File: src/rtl/rf_pkg.sv
// Shared types and default widths for the register-file writeback arbiter.
package rf_pkg;

   localparam int unsigned RF_DATA_W = 32;
   localparam int unsigned RF_ADDR_W = 5;
   localparam int unsigned RF_CNT_W  = 16;

   typedef enum logic {RF_INIT = 1'b0, RF_RUN = 1'b1} rf_state_e;
   typedef enum logic {SRC_ALU = 1'b0, SRC_MEM = 1'b1} rf_src_e;

endpackage

File: src/rtl/rr_arb2.sv
// Two-way round-robin arbiter: req/grant_c bit 0 = ALU, bit 1 = MEM.
module rr_arb2
   import rf_pkg::*;
(
   input  logic       clk,
   input  logic       rst,
   input  logic       en,
   input  logic [1:0] req,
   output logic [1:0] grant_c
);

   rf_src_e ptr;
   rf_src_e ptr_next;

   always_ff @(posedge clk) begin
      if (rst) ptr <= SRC_MEM;
      else     ptr <= ptr_next;
   end

   // Pointer only moves after a genuine contention cycle.
   always_comb begin
      grant_c  = 2'b00;
      ptr_next = ptr;
      if (en) begin
         if (&req) begin
            grant_c  = (ptr == SRC_MEM) ? 2'b10 : 2'b01;
            ptr_next = (ptr == SRC_MEM) ? SRC_ALU : SRC_MEM;
         end else begin
            grant_c = req;
         end
      end
   end

endmodule

File: src/rtl/rf_wb_arbiter.sv
// Register-file writeback arbiter: post-reset clear sweep, then ALU/load arbitration.
// Define RF_WB_STATS_EN to add the saturating conflict_cnt port.
module rf_wb_arbiter
   import rf_pkg::*;
#(
   parameter int unsigned DATA_W = RF_DATA_W,
   parameter int unsigned ADDR_W = RF_ADDR_W,
   parameter int unsigned CNT_W  = RF_CNT_W
) (
   input  logic              clk,
   input  logic              rst,
   input  logic              alu_valid,
   input  logic [ADDR_W-1:0] alu_rd,
   input  logic [DATA_W-1:0] alu_data,
   output logic              alu_ready,
   input  logic              mem_valid,
   input  logic [ADDR_W-1:0] mem_rd,
   input  logic [DATA_W-1:0] mem_data,
   output logic              mem_ready,
   output logic              rf_we,
   output logic [ADDR_W-1:0] rf_waddr,
   output logic [DATA_W-1:0] rf_wdata,
`ifdef RF_WB_STATS_EN
   output logic [CNT_W-1:0]  conflict_cnt,
`endif
   output logic              init_done
);

   localparam logic [ADDR_W-1:0] SWEEP_LAST = '1;

   if (ADDR_W < 1 || DATA_W < 1 || CNT_W < 1) begin : g_param_check
      $error("rf_wb_arbiter: widths must be non-zero");
   end

   rf_state_e         state;
   rf_state_e         state_next;
   logic [ADDR_W-1:0] sweep_addr;
   logic [ADDR_W-1:0] sweep_next;
   logic              we_next;
   logic [ADDR_W-1:0] waddr_next;
   logic [DATA_W-1:0] wdata_next;
   logic              run_c;
   logic [1:0]        grant_c;

   assign run_c     = (state == RF_RUN);
   assign alu_ready = grant_c[0];
   assign mem_ready = grant_c[1];

   rr_arb2 u_arb (
      .clk     (clk),
      .rst     (rst),
      .en      (run_c),
      .req     ({mem_valid, alu_valid}),
      .grant_c (grant_c)
   );

   always_ff @(posedge clk) begin
      if (rst) begin
         state      <= RF_INIT;
         sweep_addr <= ADDR_W'(1);
         rf_we      <= 1'b0;
         rf_waddr   <= '0;
         rf_wdata   <= '0;
         init_done  <= 1'b0;
      end else begin
         state      <= state_next;
         sweep_addr <= sweep_next;
         rf_we      <= we_next;
         rf_waddr   <= waddr_next;
         rf_wdata   <= wdata_next;
         init_done  <= run_c;
      end
   end

   // Writes to r0 are swallowed; address/data hold whenever nothing is written.
   always_comb begin
      state_next = state;
      sweep_next = sweep_addr;
      we_next    = 1'b0;
      waddr_next = rf_waddr;
      wdata_next = rf_wdata;
      case (state)
         RF_INIT: begin
            we_next    = 1'b1;
            waddr_next = sweep_addr;
            wdata_next = '0;
            sweep_next = sweep_addr + ADDR_W'(1);
            if (sweep_addr == SWEEP_LAST) state_next = RF_RUN;
         end
         RF_RUN: begin
            if (grant_c[1] && (mem_rd != '0)) begin
               we_next    = 1'b1;
               waddr_next = mem_rd;
               wdata_next = mem_data;
            end else if (grant_c[0] && (alu_rd != '0)) begin
               we_next    = 1'b1;
               waddr_next = alu_rd;
               wdata_next = alu_data;
            end
         end
         default: state_next = RF_INIT;
      endcase
   end

`ifdef RF_WB_STATS_EN
   always_ff @(posedge clk) begin
      if (rst)                                               conflict_cnt <= '0;
      else if (run_c && alu_valid && mem_valid && (~conflict_cnt != '0)) conflict_cnt <= conflict_cnt + CNT_W'(1);
   end
`endif

endmodule

File: config.mk
export PLATFORM = sky130hd
export DESIGN_NAME = rf_wb_arbiter
export DESIGN_NICKNAME = d
export VERILOG_FILES = /design/src/rtl/rf_pkg.sv /design/src/rtl/rr_arb2.sv /design/src/rtl/rf_wb_arbiter.sv
export SDC_FILE = /design/constraint.sdc
export NUM_CORES = 1
export LEC_CHECK = 0
export ABC_AREA = 1
export CORE_ASPECT_RATIO = 1.2
export CORE_MARGIN = 2
export CORE_UTILIZATION = 24
export DETAILED_ROUTE_END_ITERATION = 16
export PLACE_DENSITY = 0.49
export SYNTH_ARGS = -nofsm -noshare
export SYNTH_HDL_FRONTEND = slang
export SYNTH_SLANG_ARGS = --single-unit
File: constraint.sdc
create_clock -name clk -period 1.45 [get_ports clk]
set_input_delay 0.29 -clock clk [delete_from_list [all_inputs] [get_ports clk]]
set_output_delay 0.29 -clock clk [all_outputs]
set_load 0.05 [all_outputs]
# --- Word-level counts from Yosys, hierarchy flattened ---
# Cells that the tools add are included.
op_classes:
  addsub: 1
  n_eq_ne: 2
  muxes: 15
  n_bitwise: 1
  reduce_logical: 6
ops:
  columns: ["operator", "count"]
  rows:
  - ["$mux 32", 2]
  - ["$pmux 32 s2", 1]
  - ["$mux 5", 2]
  - ["$pmux 5 s2", 1]
  - ["$reduce_bool 5->1", 2]
  - ["$mux 2", 3]
  - ["$add 5x1->5 const B", 1]
  - ["$eq 5x5->1 const B", 1]
  - ["$mux 1", 5]
  - ["$ne 3x1->1 const B", 1]
  - ["$reduce_and 3->1", 1]
  - ["$logic_and 1x1->1", 2]
  - ["$pmux 1 s2", 1]
  - ["$reduce_and 2->1", 1]
  - ["$not 1->1", 1]
word_totals:
  register_bits: 46
  output_inout_bits: 41
  wordCells: 32

# --- Logic depth before layout (Yosys ltp) ---
# Gate-level depths: netlist of run 1.
logic_depth:
  word_depth: 7
  mapped_depth: 9

# --- By module ---
# From an unflattened synthesis of run 1, not the netlist that was laid out.
unflattened:
  cells_unflattened: 368
  hier_area_um2: 2457.4
modules_own_cells:
  columns: ["module", "instances", "cells_each", "area_each_um2", "seq_area_each_um2"]
  rows:
  - ["rf_wb_arbiter", 1, 355, 2381.0, 900.9]
  - ["rr_arb2", 1, 13, 76.3, 20.0]

# --- Least setup slack after synthesis of run 1 ---
# No wires, ideal clock.
synth_path:
  path_kind: "flip-flop to flip-flop"
  startpoint: "register state, in the netlist run_c"
  endpoint: "register rf_wdata[13]"
  setup_ns: 0.143
  arrival_time_ns: 1.441
  required_time_ns: 1.307
  setup_slack_ns: -0.134
  stages_incl_launch_ff: 7
  n_path_buf: 1
  cell_sequence: "dfxtp_1 > nand2_1 > a21oi_2 > nand2_4 > buf_2 > nand4_1 > a21oi_2"
synth_between:
  word_cells_on_any_way: 7
synth_rtl:
  columns: ["element", "line_no", "text"]
  rows:
  - ["start: declaration", "rf_wb_arbiter.sv:35", "rf_state_e state;"]
  - ["start signal: assignment", "rf_wb_arbiter.sv:66", "state <= state_next;"]
  - ["$mux 2", "rr_arb2.sv:24", "if (en) begin"]
  - ["net alu_ready", "rf_wb_arbiter.sv:15", "output logic alu_ready,"]
  - ["$logic_and 1x1->1", "rf_wb_arbiter.sv:95", "end else if (grant_c[0] && (alu_rd != '0)) begin"]
  - ["$ne 3x1->1 (no source line)", null, null]
  - ["end signal: assignment", "rf_wb_arbiter.sv:70", "rf_wdata <= wdata_next;"]
  - ["end: declaration", "rf_wb_arbiter.sv:22", "output logic [DATA_W-1:0] rf_wdata,"]
# The timed path passes the listed nets, and every way through them passes these cells.
# A chain may end at the register's enable or synchronous reset.

# --- Worst setup path after layout of run 1 ---
layout_path:
  startpoint: "register state, in the netlist run_c"
  endpoint: "output port mem_ready"
layout_between:
  elab_chain_len: 1
layout_lines:
  columns: ["element", "line_no", "text"]
  rows:
  - ["$mux 2", "rr_arb2.sv:24", null]
  - ["end: declaration", "rf_wb_arbiter.sv:19", "output logic mem_ready,"]
# No other way between the ends.

==> impl_metrics.py, run 1 <==
metrics = {
    "layout": {
        "fin_nets": 591,
        "layout_common_cells": "nand2_1, clkdlybuf4s50_1, buf_12",
        "final_common_cell": "nand2_1",
        "instances_no_fill": 640,
        "diodes": 0,
        "syn2layout_area_growth_pct": 102,
        "layout-drive-gt1-share_pct": 36.2,
    },
    "setup_path": {
        "slowest_stage": "dfxtp_4",
        "crit_path_max_incr_delay_ns": 0.38,
        "start_kind": "flip-flop",
        "crit_path_max_fanout": 5,
        "end_kind": "primary output",
        "timing.rr.end": "rf_wdata[16]",
        "cp_data_required_time_ns": 1.16,
        "reg2reg_slack_ns": 0.02,
        "worstSetupStartpoint": "run_c",
        "regToRegStartpoint": "run_c",
        "reg2regPathDepth": 9,
        "worstPathCellList": "nand2_4 -> a21oi_4 -> buf_12 -> buf_12",
        "critPathKind": "reg -> out",
        "arrival_ns": 1.15,
        "worst_path_most_repeated_cell": "buf_12",
    },
    "run": {
        "drv_cap": 0,
    },
    "yosys": {
        "yosysTopAreaCell": "dfxtp_1",
        "synth_area_leaders": "dfxtp_1, nand2_1, a21oi_2, nand4_1, nand3_1",
        "synth_nets": 443,
        "ys_seq_area_share_pct": 35.9,
        "yosysWarnings": 0,
        "syn_inst": 363,
        "synth_area_um2": 2560,
        "yosysTopAreaCellShare_pct": 35.9,
        "synth-seq-cells": 46,
        "avgSynthCellArea_um2": 7.06,
        "yosysUniqueCellTypes": 24,
    },
    "power": {
        "power.switching_mw": 0.672,
        "power_frac_comb_pct": 15.4,
        "ir_drop_mv": 0.377,
        "cellPowerDensity_nw_per_um2": 596,
        "p_sw_share_pct": 21.7,
        "p_leak_nw": 2.09,
        "clockPowerShare_pct": 42.6,
        "p_int_mw": 2.42,
        "p_seq_share_pct": 42.0,
    },
    "die": {
        "die_y_um": 117,
        "core-area_um2": 10500,
        "chipWidth_um": 98.4,
        "dieArea_um2": 11500,
        "ioPinCount": 119,
        "start_util_pct": 24.5,
        "rows": 41,
    },
    "place": {
        "placed_cells": 610,
        "gp_congestion": 0.727,
        "portBuffers": 118,
        "dpl.hpwl_um": 6310,
    },
    "worst_hold_path": {
        "whs_path_depth": 3,
        "whs_endpoint": "rf_wdata[6]",
        "hold_path.class": "in -> reg",
        "holdCritStartpoint": "rst",
    },
    "routing": {
        "vias_per_cell": 4.80,
        "drtIter0Drc": 111,
        "num_vias": 3075,
        "finalWirelength_um": 10400,
        "firstDrtPassIters": 4,
        "drcViolationCount": 0,
        "antenna_left": 0,
        "wl_per_cell_um": 16.2,
    },
    "timing": {
        "fin_crit_ns": 1.44,
        "period_share_pct": 99.3,
        "holdWs_ns": 0.436,
        "final.setup.tns_ns": 0,
        "finalSetupViolations": 0,
        "slew_viol_final": 0,
        "hold_viol_final": 0,
        "skew_ns": 0.00320,
        "slew_headroom_pct": 78.2,
        "worst_pin_slew_ns": 0.327,
        "rsz0062_at_grt": "true",
        "max_freq_ghz": 0.695,
    },
    "cts": {
        "htreeDepth": 2,
        "cts_buffer_depth": 2,
        "tritoncts": "yes",
        "clk_pin_slew_ns": 0.06,
        "clk_latency_ns": 0.28,
        "cts_root_buf": "clkbuf_16",
        "clock-sinks": 46,
        "cts_buffers": 5,
    },
    "status": {
        "status": "finished clean",
    },
    "grt": {
        "grt_max_degree": 29,
        "grt.total_usage_pct": 15.6,
        "grt_remaining_overflow": 0,
        "grt_pass1_wl_um": 14500,
        "grt_antenna_before_repair": 0,
        "first_global_vias": 2890,
    },
}
## synthesized netlist by cell type
cell type  instances
nand3_2            1
ha_1               2
a21oi_1            8
inv_1             12
clkbuf_1           3
o21ai_0            9
nor3_1             4
nand3_1           35
buf_2             15
nand2_4            3
nand2_1          119
xor2_1             1
nand3_4            1
a21oi_2           29
buf_6              6
nand3b_1           1
a21oi_4            1
nand4_1           32
nor2_2             2
nor2_1            27
buf_4              2
buf_1              3
inv_2              1
dfxtp_1           46
## final cells by class
type	instances	area [um^2]
Clock buffer	6	139
Clock inverter	1	30.0
Fill cell	1055	5280
Inverter	13	48.8
Multi-Input combinational cell	277	1610
Sequential cell	46	927
Tap cell	129	161
Timing Repair Buffer	168	2270
## power by group through the flow
stage	registers, mW	clock network (mW)	logic, mW
after detailed placement	1.33	0	0.444
after global placement	1.33	0	0.443
final	1.30	1.32	0.476
after floorplan	1.35	0	0.116
after global routing	1.30	1.38	0.510
after CTS	1.30	1.37	0.445
## worst max-delay path, delay by kind of cell, from the launching register on
kind | cells | cell delay, ns
compound gates | 1 | 0.17
buf+inv | 2 | 0.27
flops | 1 | 0.38
simple gates | 1 | 0.05
## stage by stage
stage               instance area [um^2]  power [mW]  setup WS, ns  util (%)
finish                              5180        3.09        0.0102      49.5
global route                        5180        3.19       -0.0387      49.5
CTS                                 4750        3.11       0.00746      45.4
detailed placement                  4450        1.77        -0.365      42.5
global placement                    4450        1.77        -0.362      42.5
floorplan                           2570        1.47        0.0419         -
## kinds of logic (layout without fill, tap and decap cells)
logic type | count (synthesis) | after routing | synth area share (%)
compound gates | 47 | 47 | 13.9
xor+xnor | 1 | 1 | 0.342
fa+ha+maj | 2 | 2 | 0.976
buf+inv | 42 | 188 | 8.93
flops | 46 | 46 | 35.9
simple gates | 225 | 227 | 40.0
## layer usage
layer	track usage [%]	routed length (um)	share of wire, %	vias up
li1	-	-	-	1516
met1	18.6	4260	41	1457
met2	28.6	5400	52	90
met3	3.21	540	5.2	12
met4	4.11	170	1.6	0
met5	0	0	0	-
## what timing repair did
item,4_1_cts,5_1_grt
gates resized for setup,15,65
setup endpoints to repair,39,40
hold buffers,0,0
endpoints found under the hold margin,0,0
pin swaps,5,15
cloned,3,9
buffers inserted,5,7
## how the worst max path moves through the flow
stage	end	slack, ns	cells after the start
5_1_grt	rf_wdata[16]	-0.04	9
2_1_floorplan	rf_wdata[13]	0.04	6
3_3_place_gp	rf_waddr[4]	-0.36	8
4_1_cts	alu_ready	0.007	4
6_report	mem_ready	0.01	4
3_5_place_dp	rf_wdata[9]	-0.36	8
## state kept, by name (all words and copies together), names as in the netlist
name / flops
sweep_addr: 5
init_done: 1
run_c: 1
rf_wdata: 32
u_arb.ptr: 1
rf_waddr: 5
rf_we: 1
(Power assumes the default switching activity.)
==> run 2: changes to the inputs <==
Settings changed: DONT_BUFFER_PORTS set to 1, PLACE_DENSITY 0.49 to 0.35.
==> impl_metrics.py, run 2 (synthesis gave the netlist of run 1 again) <==
metrics = {
    "setup_path": {
        "arrival_ns": 1.14,
        "worstPathCellList": "nand2_2 -> a21oi_4 -> buf_12 -> buf_12",
        "cp_top_family": "flip-flops",
        "critPathKind": "reg -> out",
        "worst_path_most_repeated_cell": "buf_12",
        "regToRegStartpoint": "run_c",
        "slowest_stage": "dfxtp_2",
        "start_kind": "flip-flop",
        "path_buf_inv": 2,
        "crit_path_max_fanout": 7,
        "crit_path_max_incr_delay_ns": 0.35,
        "worstSetupStartpoint": "run_c",
        "reg2regPathDepth": 9,
        "cp_data_required_time_ns": 1.16,
        "cp_num_cells": 4,
        "end_kind": "primary output",
    },
    "timing": {
        "skew_ns": 0.00392,
        "fin_crit_ns": 1.43,
        "period_share_pct": 98.5,
        "finalSetupViolations": 0,
        "hold_viol_final": 0,
        "final.setup.tns_ns": 0,
        "worst_pin_slew_ns": 0.534,
        "slew_headroom_pct": 64.3,
        "slew_viol_final": 0,
        "rsz0062_at_grt": "true",
        "holdWs_ns": 0.0578,
        "max_freq_ghz": 0.700,
    },
    "power": {
        "p_leak_nw": 1.34,
        "cellPowerDensity_nw_per_um2": 786,
        "finalPower_mw": 2.56,
        "ir_drop_mv": 0.430,
    },
    "die": {
        "ioPinCount": 119,
        "die_y_um": 117,
        "rows": 41,
        "chipWidth_um": 98.4,
        "dieArea_um2": 11500,
        "core-area_um2": 10500,
        "start_util_pct": 24.5,
    },
    "cts": {
        "cts_buffer_depth": 2,
        "cts_buffers": 5,
        "clock-sinks": 46,
        "clk_latency_ns": 0.29,
        "clk_pin_slew_ns": 0.06,
        "tritoncts": "yes",
        "hold_buffers": 0,
        "htreeDepth": 2,
        "cts_root_buf": "clkbuf_16",
    },
    "layout": {
        "largest_reg_flops": 32,
        "utilization_pct": 31.1,
        "reg.largest.list": "rf_wdata (32), rf_waddr (5), sweep_addr (5)",
        "diodes": 0,
        "regMostFlops": "rf_wdata",
        "syn2layout_area_growth_pct": 27.1,
        "fin_nets": 477,
        "instances_no_fill": 526,
        "final_common_cell": "nand2_1",
        "layout-drive-gt1-share_pct": 25.9,
        "layout_common_cells": "nand2_1, dfxtp_1, buf_4",
    },
    "routing": {
        "finalWirelength_um": 8300,
        "vias_per_cell": 4.71,
        "drtIter0Drc": 103,
        "num_vias": 2480,
        "drcViolationCount": 0,
        "firstDrtPassIters": 6,
        "antenna_left": 0,
        "wl_per_cell_um": 15.8,
    },
    "grt": {
        "grt_max_degree": 38,
        "grt_antenna_before_repair": 0,
        "first_global_vias": 2285,
        "grt_remaining_overflow": 0,
        "grt.total_usage_pct": 13.8,
        "grt_pass1_wl_um": 12300,
    },
    "run": {
        "drv_cap": 0,
    },
    "worst_hold_path": {
        "holdCritStartpoint": "rst",
        "hold_path.class": "in -> reg",
        "whs_path_depth": 1,
    },
    "place": {
        "gp_congestion": 0.718,
        "portBuffers": 0,
        "placed_cells": 514,
        "dpl.hpwl_um": 5850,
    },
    "status": {
        "status": "finished clean",
    },
}
-- run 2: changes by cell type in the layout (fill, tap and decap cells not counted), sizes merged --
cell and change:
buf -29, bufinv -1, clkbuf -6, clkdlybuf4s50 -69
dlygate4sd2 -5, dlymetal6s2s -2, nand2 -2
-- run 2: what timing repair did --
item / 4_1_cts / 5_1_grt
pin swaps: 0 / 1
setup endpoints to repair: 1 / 37
setup buffers: 2 / 2
gates cloned: 0 / 1
gates resized for setup: 3 / 13
-- run 2: power breakdown --
part,leakage (nW),switching (mW),internal [mW]
clock network,0.0640,0.476,0.632
registers,0.373,0.0354,1.28
logic,0.902,0.0826,0.0530
-- run 2: per-stage QoR --
stage | area, um^2 | setup slack, ns
floorplan | 2570 | 0.0419
global placement | 2990 | 0.0348
detailed placement | 2990 | 0.0355
CTS | 3150 | 0.00807
global route | 3260 | -0.0256
finish | 3260 | 0.0217
-- run 2: cell type report --
class                      count  area, um^2
clock buffer                   7         133
fill                        1159        7210
inverter                      13        48.8
multi-input combinational    275        1460
tap                          129         161
timing repair buffer          56         536
sequential                    46         922
-- run 2: path summary, 6_finish.rpt --
| path | end | slack, ns |
|---|---|---|
| min | rf_wdata[18] | 0.06 |
| min reg2reg | sweep_addr[3] | 0.46 |
| max | mem_ready | 0.02 |
| max reg2reg | rf_waddr[1] | 0.10 |
-- run 2: per-layer routing --
layer | up-vias | routed length [um] | track usage [%] | share of wire (%)
li1 | 1276 | - | - | -
met1 | 1130 | 3460 | 16.5 | 42
met2 | 66 | 4270 | 24.1 | 51
met3 | 8 | 457 | 3.68 | 5.5
met4 | 0 | 121 | 4.47 | 1.5
met5 | - | 0 | 0 | 0
